--- src/rtl/prefetch_engine_pkg.sv ---
`default_nettype none
// ============================================================
// prefetch_pkg : shared states, mode codes and lane helper
// Rev 1.0
// ============================================================
package prefetch_pkg;

  typedef enum logic [3:0] {
    S_IDLE       = 4'd0,
    S_ISSUE_IDX  = 4'd1,
    S_WAIT_IDX   = 4'd2,
    S_ISSUE_DATA = 4'd3,
    S_WAIT_DATA  = 4'd4,
    S_WRITE      = 4'd5,
    S_DONE       = 4'd6
  } state_t;

  localparam logic MODE_STREAM   = 1'b0;
  localparam logic MODE_INDIRECT = 1'b1;

  function automatic int lane_lo(input int lane, input int width);
    return lane * width;
  endfunction

endpackage
`default_nettype wire

--- src/rtl/prefetch_engine_if.sv ---
`default_nettype none
// ============================================================
// prefetch_engine_if : cache read port and store-buffer write port
// Rev 1.0
// ============================================================
interface prefetch_engine_if #(
  parameter int LANES  = 2,
  parameter int ADDR_W = 32,
  parameter int DATA_W = 32
);
  logic                    cache_data_req_o;
  logic [LANES-1:0]        cache_lane_en_o;
  logic [LANES*ADDR_W-1:0] cache_r_addr_o;
  logic                    wait_cache;
  logic                    cache_data_ready;
  logic [LANES*DATA_W-1:0] cache_data_i;
  logic [LANES-1:0]        strBuf_wren_o;
  logic [LANES*ADDR_W-1:0] w_addr_o;
  logic [LANES*DATA_W-1:0] w_data_o;
  logic                    wait_strBuf;

  modport master (
    output cache_data_req_o, cache_lane_en_o, cache_r_addr_o,
    output strBuf_wren_o, w_addr_o, w_data_o,
    input  wait_cache, cache_data_ready, cache_data_i, wait_strBuf
  );

  modport slave (
    input  cache_data_req_o, cache_lane_en_o, cache_r_addr_o,
    input  strBuf_wren_o, w_addr_o, w_data_o,
    output wait_cache, cache_data_ready, cache_data_i, wait_strBuf
  );
endinterface
`default_nettype wire

--- src/rtl/prefetch_engine_addr_gen.sv ---
`default_nettype none
// ============================================================
// prefetch_addr_gen : per-lane running read/write address registers
// Rev 1.0
// ============================================================
module prefetch_addr_gen #(
  parameter int LANE   = 0,
  parameter int LANES  = 2,
  parameter int ADDR_W = 32,
  parameter int DATA_W = 32
) (
  input  logic              clk,
  input  logic              reset,
  input  logic              load,
  input  logic [ADDR_W-1:0] cfg_base_a,
  input  logic [ADDR_W-1:0] cfg_stride,
  input  logic [ADDR_W-1:0] cfg_wbase,
  input  logic              advance,
  input  logic [ADDR_W-1:0] rd_step,
  input  logic              idx_we,
  input  logic [DATA_W-1:0] idx_in,
  input  logic              use_idx,
  input  logic [ADDR_W-1:0] base_b,
  input  logic [4:0]        shift,
  output logic [ADDR_W-1:0] rd_addr,
  output logic [ADDR_W-1:0] wr_addr
);
  localparam int                BYTES     = DATA_W / 8;
  localparam logic [ADDR_W-1:0] WR_OFFSET = ADDR_W'(LANE * BYTES);
  localparam logic [ADDR_W-1:0] WR_STEP   = ADDR_W'(LANES * BYTES);

  logic [ADDR_W-1:0] a_addr;
  logic [ADDR_W-1:0] w_addr;
  logic [ADDR_W-1:0] idx;
  logic [ADDR_W-1:0] rd_offset;

  // LANE*stride as a short adder chain rather than a multiplier
  always_comb begin
    rd_offset = '0;
    for (int j = 0; j < LANE; j++) rd_offset = rd_offset + cfg_stride;
  end

  always_ff @(posedge clk) begin
    if (reset) begin
      a_addr <= '0;
      w_addr <= '0;
      idx    <= '0;
    end else begin
      if (load) begin
        a_addr <= cfg_base_a + rd_offset;
        w_addr <= cfg_wbase + WR_OFFSET;
      end else if (advance) begin
        a_addr <= a_addr + rd_step;
        w_addr <= w_addr + WR_STEP;
      end
      if (idx_we) idx <= ADDR_W'(idx_in);
    end
  end

  assign rd_addr = use_idx ? (base_b + (idx << shift)) : a_addr;
  assign wr_addr = w_addr;

endmodule
`default_nettype wire

--- src/rtl/prefetch_engine.sv ---
`default_nettype none
// ============================================================
// prefetch_engine : stream / one-level indirect multi-lane prefetcher
// Rev 1.0
// ============================================================
module prefetch_engine
  import prefetch_pkg::*;
#(
  parameter int LANES  = 2,
  parameter int ADDR_W = 32,
  parameter int DATA_W = 32,
  parameter int CNT_W  = 16
) (
  input  logic              clk,
  input  logic              reset,
  input  logic              trigger,
  input  logic              mode,
  input  logic [ADDR_W-1:0] cfg_base_a,
  input  logic [ADDR_W-1:0] cfg_stride,
  input  logic [ADDR_W-1:0] cfg_base_b,
  input  logic [4:0]        cfg_shift,
  input  logic [ADDR_W-1:0] cfg_wbase,
  input  logic [CNT_W-1:0]  cfg_count,
  prefetch_engine_if.master bus,
  output logic              busy_o,
  output logic              done_o,
  output logic [3:0]        outState
);
  state_t state, state_nx;

  logic                    mode_q;
  logic [ADDR_W-1:0]       base_b_q;
  logic [ADDR_W-1:0]       rd_step;
  logic [ADDR_W-1:0]       step_sum;
  logic [4:0]              shift_q;
  logic [CNT_W-1:0]        count_q;
  logic [CNT_W-1:0]        elem;
  logic [LANES*DATA_W-1:0] data_q;
  logic [CNT_W:0]          remaining;
  logic [CNT_W:0]          batch_n;
  logic [CNT_W:0]          elem_nx;
  logic [LANES-1:0]        lane_act;
  logic [LANES*ADDR_W-1:0] rd_addr;
  logic [LANES*ADDR_W-1:0] wr_addr;
  logic start, issuing, writing, wr_accept, use_idx, idx_we;

  assign start     = (state == S_IDLE) && trigger;
  assign issuing   = (state == S_ISSUE_IDX) || (state == S_ISSUE_DATA);
  assign writing   = (state == S_WRITE);
  assign wr_accept = writing && !bus.wait_strBuf;
  assign use_idx   = (state == S_ISSUE_DATA) && (mode_q == MODE_INDIRECT);
  assign idx_we    = (state == S_WAIT_IDX) && bus.cache_data_ready;

  assign remaining = {1'b0, count_q} - {1'b0, elem};
  assign batch_n   = (remaining > (CNT_W+1)'(LANES)) ? (CNT_W+1)'(LANES) : remaining;
  assign elem_nx   = {1'b0, elem} + batch_n;

  always_comb begin
    step_sum = '0;
    for (int j = 0; j < LANES; j++) step_sum = step_sum + cfg_stride;
    lane_act = '0;
    for (int k = 0; k < LANES; k++) lane_act[k] = (remaining > (CNT_W+1)'(k));
  end

  always_comb begin
    state_nx = state;
    case (state)
      S_IDLE: if (trigger) begin
        if (cfg_count == '0)            state_nx = S_DONE;
        else if (mode == MODE_INDIRECT) state_nx = S_ISSUE_IDX;
        else                            state_nx = S_ISSUE_DATA;
      end
      S_ISSUE_IDX:  if (!bus.wait_cache)      state_nx = S_WAIT_IDX;
      S_WAIT_IDX:   if (bus.cache_data_ready) state_nx = S_ISSUE_DATA;
      S_ISSUE_DATA: if (!bus.wait_cache)      state_nx = S_WAIT_DATA;
      S_WAIT_DATA:  if (bus.cache_data_ready) state_nx = S_WRITE;
      S_WRITE: if (!bus.wait_strBuf) begin
        if (elem_nx >= {1'b0, count_q})  state_nx = S_DONE;
        else if (mode_q == MODE_INDIRECT) state_nx = S_ISSUE_IDX;
        else                              state_nx = S_ISSUE_DATA;
      end
      S_DONE:  state_nx = S_IDLE;
      default: state_nx = S_IDLE;
    endcase
  end

  always_ff @(posedge clk) begin
    if (reset) begin
      state    <= S_IDLE;
      mode_q   <= MODE_STREAM;
      base_b_q <= '0;
      rd_step  <= '0;
      shift_q  <= '0;
      count_q  <= '0;
      elem     <= '0;
      data_q   <= '0;
    end else begin
      state <= state_nx;
      if (start) begin
        mode_q   <= mode;
        base_b_q <= cfg_base_b;
        rd_step  <= step_sum;
        shift_q  <= cfg_shift;
        count_q  <= cfg_count;
        elem     <= '0;
      end else if (wr_accept) begin
        elem <= elem_nx[CNT_W-1:0];
      end
      if ((state == S_WAIT_DATA) && bus.cache_data_ready) data_q <= bus.cache_data_i;
    end
  end

  for (genvar g = 0; g < LANES; g++) begin : g_lane
    prefetch_addr_gen #(
      .LANE(g), .LANES(LANES), .ADDR_W(ADDR_W), .DATA_W(DATA_W)
    ) u_addr_gen (
      .clk        (clk),
      .reset      (reset),
      .load       (start),
      .cfg_base_a (cfg_base_a),
      .cfg_stride (cfg_stride),
      .cfg_wbase  (cfg_wbase),
      .advance    (wr_accept),
      .rd_step    (rd_step),
      .idx_we     (idx_we),
      .idx_in     (bus.cache_data_i[g*DATA_W +: DATA_W]),
      .use_idx    (use_idx),
      .base_b     (base_b_q),
      .shift      (shift_q),
      .rd_addr    (rd_addr[g*ADDR_W +: ADDR_W]),
      .wr_addr    (wr_addr[g*ADDR_W +: ADDR_W])
    );
  end

  // Idle lanes drive zeros so the consumers never see stale addresses
  always_comb begin
    bus.cache_data_req_o = issuing;
    bus.cache_lane_en_o  = '0;
    bus.cache_r_addr_o   = '0;
    bus.strBuf_wren_o    = '0;
    bus.w_addr_o         = '0;
    bus.w_data_o         = '0;
    for (int k = 0; k < LANES; k++) begin
      if (issuing && lane_act[k]) begin
        bus.cache_lane_en_o[k] = 1'b1;
        bus.cache_r_addr_o[lane_lo(k, ADDR_W) +: ADDR_W] = rd_addr[lane_lo(k, ADDR_W) +: ADDR_W];
      end
      if (writing && lane_act[k]) begin
        bus.strBuf_wren_o[k] = 1'b1;
        bus.w_addr_o[lane_lo(k, ADDR_W) +: ADDR_W] = wr_addr[lane_lo(k, ADDR_W) +: ADDR_W];
        bus.w_data_o[lane_lo(k, DATA_W) +: DATA_W] = data_q[lane_lo(k, DATA_W) +: DATA_W];
      end
    end
  end

  assign busy_o   = (state != S_IDLE) && (state != S_DONE);
  assign done_o   = (state == S_DONE);
  assign outState = state;

endmodule
`default_nettype wire

--- src/flat_wrapper.sv ---
// flat-port wrapper written by rule: the top's interface ports become plain ports
module prefetch_engine_flat import prefetch_pkg::*;
#(
  parameter int LANES  = 2,
  parameter int ADDR_W = 32,
  parameter int DATA_W = 32,
  parameter int CNT_W  = 16
)
  (clk, reset, trigger, mode, cfg_base_a, cfg_stride, cfg_base_b, cfg_shift, cfg_wbase, cfg_count, busy_o, done_o, outState, bus_cache_data_req_o, bus_cache_lane_en_o, bus_cache_r_addr_o, bus_strBuf_wren_o, bus_w_addr_o, bus_w_data_o, bus_wait_cache, bus_cache_data_ready, bus_cache_data_i, bus_wait_strBuf);
  prefetch_engine_if #(.LANES(LANES), .ADDR_W(ADDR_W), .DATA_W(DATA_W)) bus_i ();
  input  logic clk;
  input  logic reset;
  input  logic trigger;
  input  logic mode;
  input  logic [ADDR_W-1:0] cfg_base_a;
  input  logic [ADDR_W-1:0] cfg_stride;
  input  logic [ADDR_W-1:0] cfg_base_b;
  input  logic [4:0] cfg_shift;
  input  logic [ADDR_W-1:0] cfg_wbase;
  input  logic [CNT_W-1:0] cfg_count;
  output logic busy_o;
  output logic done_o;
  output logic [3:0] outState;
  output wire logic [$bits(bus_i.cache_data_req_o)-1:0] bus_cache_data_req_o;
  output wire logic [$bits(bus_i.cache_lane_en_o)-1:0] bus_cache_lane_en_o;
  output wire logic [$bits(bus_i.cache_r_addr_o)-1:0] bus_cache_r_addr_o;
  output wire logic [$bits(bus_i.strBuf_wren_o)-1:0] bus_strBuf_wren_o;
  output wire logic [$bits(bus_i.w_addr_o)-1:0] bus_w_addr_o;
  output wire logic [$bits(bus_i.w_data_o)-1:0] bus_w_data_o;
  input wire logic [$bits(bus_i.wait_cache)-1:0] bus_wait_cache;
  input wire logic [$bits(bus_i.cache_data_ready)-1:0] bus_cache_data_ready;
  input wire logic [$bits(bus_i.cache_data_i)-1:0] bus_cache_data_i;
  input wire logic [$bits(bus_i.wait_strBuf)-1:0] bus_wait_strBuf;
  assign bus_cache_data_req_o = bus_i.cache_data_req_o;
  assign bus_cache_lane_en_o = bus_i.cache_lane_en_o;
  assign bus_cache_r_addr_o = bus_i.cache_r_addr_o;
  assign bus_strBuf_wren_o = bus_i.strBuf_wren_o;
  assign bus_w_addr_o = bus_i.w_addr_o;
  assign bus_w_data_o = bus_i.w_data_o;
  assign bus_i.wait_cache = bus_wait_cache;
  assign bus_i.cache_data_ready = bus_cache_data_ready;
  assign bus_i.cache_data_i = bus_cache_data_i;
  assign bus_i.wait_strBuf = bus_wait_strBuf;
  prefetch_engine #(.LANES(LANES), .ADDR_W(ADDR_W), .DATA_W(DATA_W), .CNT_W(CNT_W)) u_core (.clk(clk), .reset(reset), .trigger(trigger), .mode(mode), .cfg_base_a(cfg_base_a), .cfg_stride(cfg_stride), .cfg_base_b(cfg_base_b), .cfg_shift(cfg_shift), .cfg_wbase(cfg_wbase), .cfg_count(cfg_count), .bus(bus_i), .busy_o(busy_o), .done_o(done_o), .outState(outState));
endmodule
--- config.mk ---
export PLATFORM = sky130hd
export DESIGN_NAME = prefetch_engine_flat
export DESIGN_NICKNAME = d
export VERILOG_FILES = /design/src/rtl/prefetch_engine_pkg.sv /design/src/rtl/prefetch_engine_if.sv /design/src/rtl/prefetch_engine_addr_gen.sv /design/src/rtl/prefetch_engine.sv /design/src/flat_wrapper.sv
export SDC_FILE = /design/constraint.sdc
export NUM_CORES = 2
export LEC_CHECK = 0
export ABC_AREA = 1
export BUFFER_PORTS_ARGS = -buffer_cell sky130_fd_sc_hd__buf_4
export CAP_MARGIN = 10
export CELL_PAD_IN_SITES_DETAIL_PLACEMENT = 0
export CELL_PAD_IN_SITES_GLOBAL_PLACEMENT = 1
export CORE_MARGIN = 3
export CORE_UTILIZATION = 40
export DETAILED_ROUTE_END_ITERATION = 12
export PLACE_DENSITY = 0.78
export SETUP_SLACK_MARGIN = 0.4
export SLEW_MARGIN = 15
export SYNTH_ARGS = -nofsm -noshare
export SYNTH_HDL_FRONTEND = slang
export SYNTH_SLANG_ARGS = --single-unit
--- constraint.sdc ---
create_clock -name clk -period 5.7 [get_ports clk]
set_clock_uncertainty 0.1 [all_clocks]
set_input_delay 0.855 -clock clk [delete_from_list [all_inputs] [get_ports clk]]
set_output_delay 0.855 -clock clk [all_outputs]
set_load 0.05 [all_outputs]
==> parameters.txt <==
Parameter                              Value

Critical path
  Setup crit end kind ... output pin
  Critical Path Fanout Max ... 9
  Critical path class ... reg -> out
  Reg2Reg Depth ... 35
  Crit path required time ... 4740 ps
  CP Data Arrival Time ... 4440 ps
  Kind of start point of the critical path ... flip-flop

Timing
  Min Tclk post-route ... around 5400 ps
  Unrepaired setup endpoints after global routing ... yes
  Worst slew slack as a fraction of its limit ... 0.316
  Max-slew violations ... 0
  Final clock period utilization by the worst path ... 0.947
  Sum Neg Setup Slack ... 0 ps
  Number of failing hold endpoints at the final stage ... 0
  Worst Max-Slew Pin Slew ... between 1000 and 1500 ps
  Setup Viol. Count Final ... 0
  Tightest hold margin ... 351 ps
  Achievable frequency ... 185 MHz

Floorplan
  Num ports ... 423
  Full die area ... 77400 um^2
  Horiz. Die Dim ... 278 um
  DIE HEIGHT ... 278 um
  Core area ... 73200 um^2
  Initial Util ... 0.405
  # rows ... 99

Logic synthesis
  Netlist area before placement ... 29600 um^2
  Post-synthesis cell count ... 4789
  Synth cell types ... 66
  Number of flops mapped to enable cells by yosys ... 0
  Synthesis Warnings ... 0
  Fraction of the yosys area taken by sequential cells ... 0.242
  Primary flip-flop cell chosen by synthesis mapping ... sky130_fd_sc_hd__dfxtp_1
  Synth Register Bits ... 358
  Share of flip-flops with an asynchronous set or reset ... 0
  Syn Area/Cell ... roughly 6.2 um^2

CTS
  Clock slew at the register clock pins of the worst setup and hold paths ... 60 ps
  CTS sink count ... 358
  Clock Tree Root ... sky130_fd_sc_hd__clkbuf_16
  Maximum root-to-sink buffer count ... 3
  H-tree Lvls ... 2
  CTS tree ... yes
  Worst skew pair latency ... 620 ps
  Number of buffers inserted during clock tree synthesis ... 46

Routing
  Avg Vias per Cell ... 5.47
  Number of DRC violations after detailed-routing iteration 0 ... 2503
  Detail Route Antenna Nets ... 0
  Number of optimization iterations in the first detailed-route pass ... 6
  Routed via count ... 33600
  Average detailed-routed wire length per instance ... 20.5 um
  Post-route DRC ... 0
  WL final ... 126 mm

Power and ir drop
  IR Drop Worst-Case VDD ... between 0.0002 and 0.0003 V
  Design Power ... 14.8 mW
  Leakage power ... 16.4 nW
  Cell Pwr Density ... about 410 nW/um^2

Placement
  DP Area ... between 30000 and 40000 um^2
  Final estimated routing congestion in global placement ... 1.00
  Cells after DPL ... 6004
  Count of buffers from port buffering ... ~420
  Sum of net half-perimeters after detailed placement ... ~100 mm

Run
  Total of max-cap violations ... 0

Outcome
  Run status ... finished clean

Worst hold path
  Worst Hold Class ... reg -> reg
  Hold Path Depth ... 2

Global route
  Number of antenna violations at the first check in global routing ... 8
  First-pass GRT wire length ... about 190 mm
  Largest net degree at the start of global routing ... 91
  Overflow left after global routing ... 0
  Via count of the first global-routing pass ... 31500
  Total Routing Usage GR ... 0.308

Finish
  Fraction of layout cells with a size suffix above 1 ... 0.166
  Count of nets after finishing ... 5560
  Cell Count, Final, Fillers Out ... 6133
  Post-route design area ... 36500 um^2
  Most used cells in the layout excluding fill and tap cells ... sky130_fd_sc_hd__nand2_1, sky130_fd_sc_hd__nor2_1, sky130_fd_sc_hd__inv_1, sky130_fd_sc_hd__a21oi_1, sky130_fd_sc_hd__buf_4
  Post-synthesis to final-layout area growth ... 23.1%
  Commonest non-fill, non-tap cell in the layout ... sky130_fd_sc_hd__nand2_1
-- area by class of cell --
| cell class | instances | area [um^2] |
|---|---|---|
| diodes | 7 | 17.5 |
| clock buffers | 56 | 1220 |
| clock inverters | 29 | 347 |
| fillers | 7793 | 36700 |
| inverters | 533 | 2040 |
| multi-input cells | 3687 | 20500 |
| flip-flops and latches | 358 | 7170 |
| well taps | 959 | 1200 |
| repair buffers | 502 | 3980 |
| repair inverters | 2 | 20.0 |
-- registers in the layout, indices dropped and copies added, names as in the netlist --
| signal | count |
|---|---|
| u_core.mode_q | 1 |
| u_core.rd_step | 31 |
| u_core.g_lane.u_addr_gen.a_addr | 64 |
| u_core.outState | 3 |
| u_core.g_lane.u_addr_gen.wr_addr | 62 |
| u_core.g_lane.u_addr_gen.idx | 64 |
| u_core.elem | 16 |
| u_core.data_q | 64 |
| u_core.base_b_q | 32 |
| u_core.shift_q | 5 |
| u_core.count_q | 16 |
-- power by group --
group	switching (mW)	internal, mW	total [mW]
registers	0.542	2.99	3.53
logic	5.41	2.77	8.18
clock network	1.31	1.77	3.09
-- kinds of logic after synthesis --
family | synth area share
compound gates | 0.249
xor+xnor | 0.0381
fa+ha+maj | 0.0904
buf+inv | 0.100
flops | 0.242
mux | 0.00540
other cells | 0.000127
simple gates | 0.275
-- what timing repair did --
action                                  in CTS  in global routing
buffers inserted                             8                 22
hold endpoints to repair                     0                  0
pin swaps                                    9                 53
endpoints found under the setup margin      45                176
hold buffers                                 0                  0
resized for setup                           88                205
cloned                                       2                  5
-- per-stage QoR --
| step | setup WS, ps | utilization |
|---|---|---|
| 6_report | 302 | 0.498 |
| 5_1_grt | 60.8 | 0.498 |
| 4_1_cts | 345 | 0.484 |
| 3_5_place_dp | 271 | 0.458 |
| 3_3_place_gp | 252 | 0.458 |
| 2_1_floorplan | 500 | - |
-- synthesized netlist by cell type (43+ instances only) --
cell | instances | area [um^2]
sky130_fd_sc_hd__nor3_1 | 43 | 215
sky130_fd_sc_hd__clkbuf_1 | 164 | 616
sky130_fd_sc_hd__a21oi_1 | 543 | 2720
sky130_fd_sc_hd__nand2_1 | 1034 | 3880
sky130_fd_sc_hd__nand3_1 | 211 | 1060
sky130_fd_sc_hd__inv_1 | 523 | 1960
sky130_fd_sc_hd__nor2_1 | 541 | 2030
sky130_fd_sc_hd__a31oi_1 | 82 | 513
sky130_fd_sc_hd__o21ai_0 | 506 | 2530
sky130_fd_sc_hd__ha_1 | 203 | 2540
sky130_fd_sc_hd__dfxtp_1 | 358 | 7170
sky130_fd_sc_hd__xor2_1 | 92 | 806
-- final timing paths --
kind | slack [ps] | end | startpoint
setup / recovery | 300 | bus_cache_r_addr_o[61] | u_core.shift_q[0]
hold / removal | 350 | u_core.data_q[0] | u_core.data_q[0]
hold reg to reg | 350 | u_core.data_q[0] | u_core.data_q[0]
setup reg to reg | 750 | u_core.outState[1] | u_core.count_q[0]
-- worst max-delay path, cell delays in order (launching register included) --
cell                       delay (ps)
sky130_fd_sc_hd__dfxtp_4          430
sky130_fd_sc_hd__buf_4            140
sky130_fd_sc_hd__buf_8            120
sky130_fd_sc_hd__mux2i_2          230
sky130_fd_sc_hd__nand2_1           80
sky130_fd_sc_hd__o21a_1           150
sky130_fd_sc_hd__nand2_1           80
sky130_fd_sc_hd__o21ai_0          120
sky130_fd_sc_hd__o21ai_1          260
sky130_fd_sc_hd__nor2_1           130
sky130_fd_sc_hd__ha_4             350
sky130_fd_sc_hd__nand2_1           80
sky130_fd_sc_hd__nor2_1           100
sky130_fd_sc_hd__inv_1             70
sky130_fd_sc_hd__nor3_2           160
sky130_fd_sc_hd__nand3_1          120
sky130_fd_sc_hd__nand3_2          120
sky130_fd_sc_hd__nand2_1           60
sky130_fd_sc_hd__o211ai_1         240
sky130_fd_sc_hd__a31oi_1          190
sky130_fd_sc_hd__xor2_1           170
sky130_fd_sc_hd__a21oi_1          180
sky130_fd_sc_hd__buf_4            240
-- routing by layer --
metal  part of all wire  routed length (um)  track usage
met5           0.000096                  12            0
met4              0.037                4650        0.110
met3              0.057                7200       0.0397
met2               0.46               57400        0.510
met1               0.45               56300        0.413
Note: power is estimated with default switching activity, not from simulation.
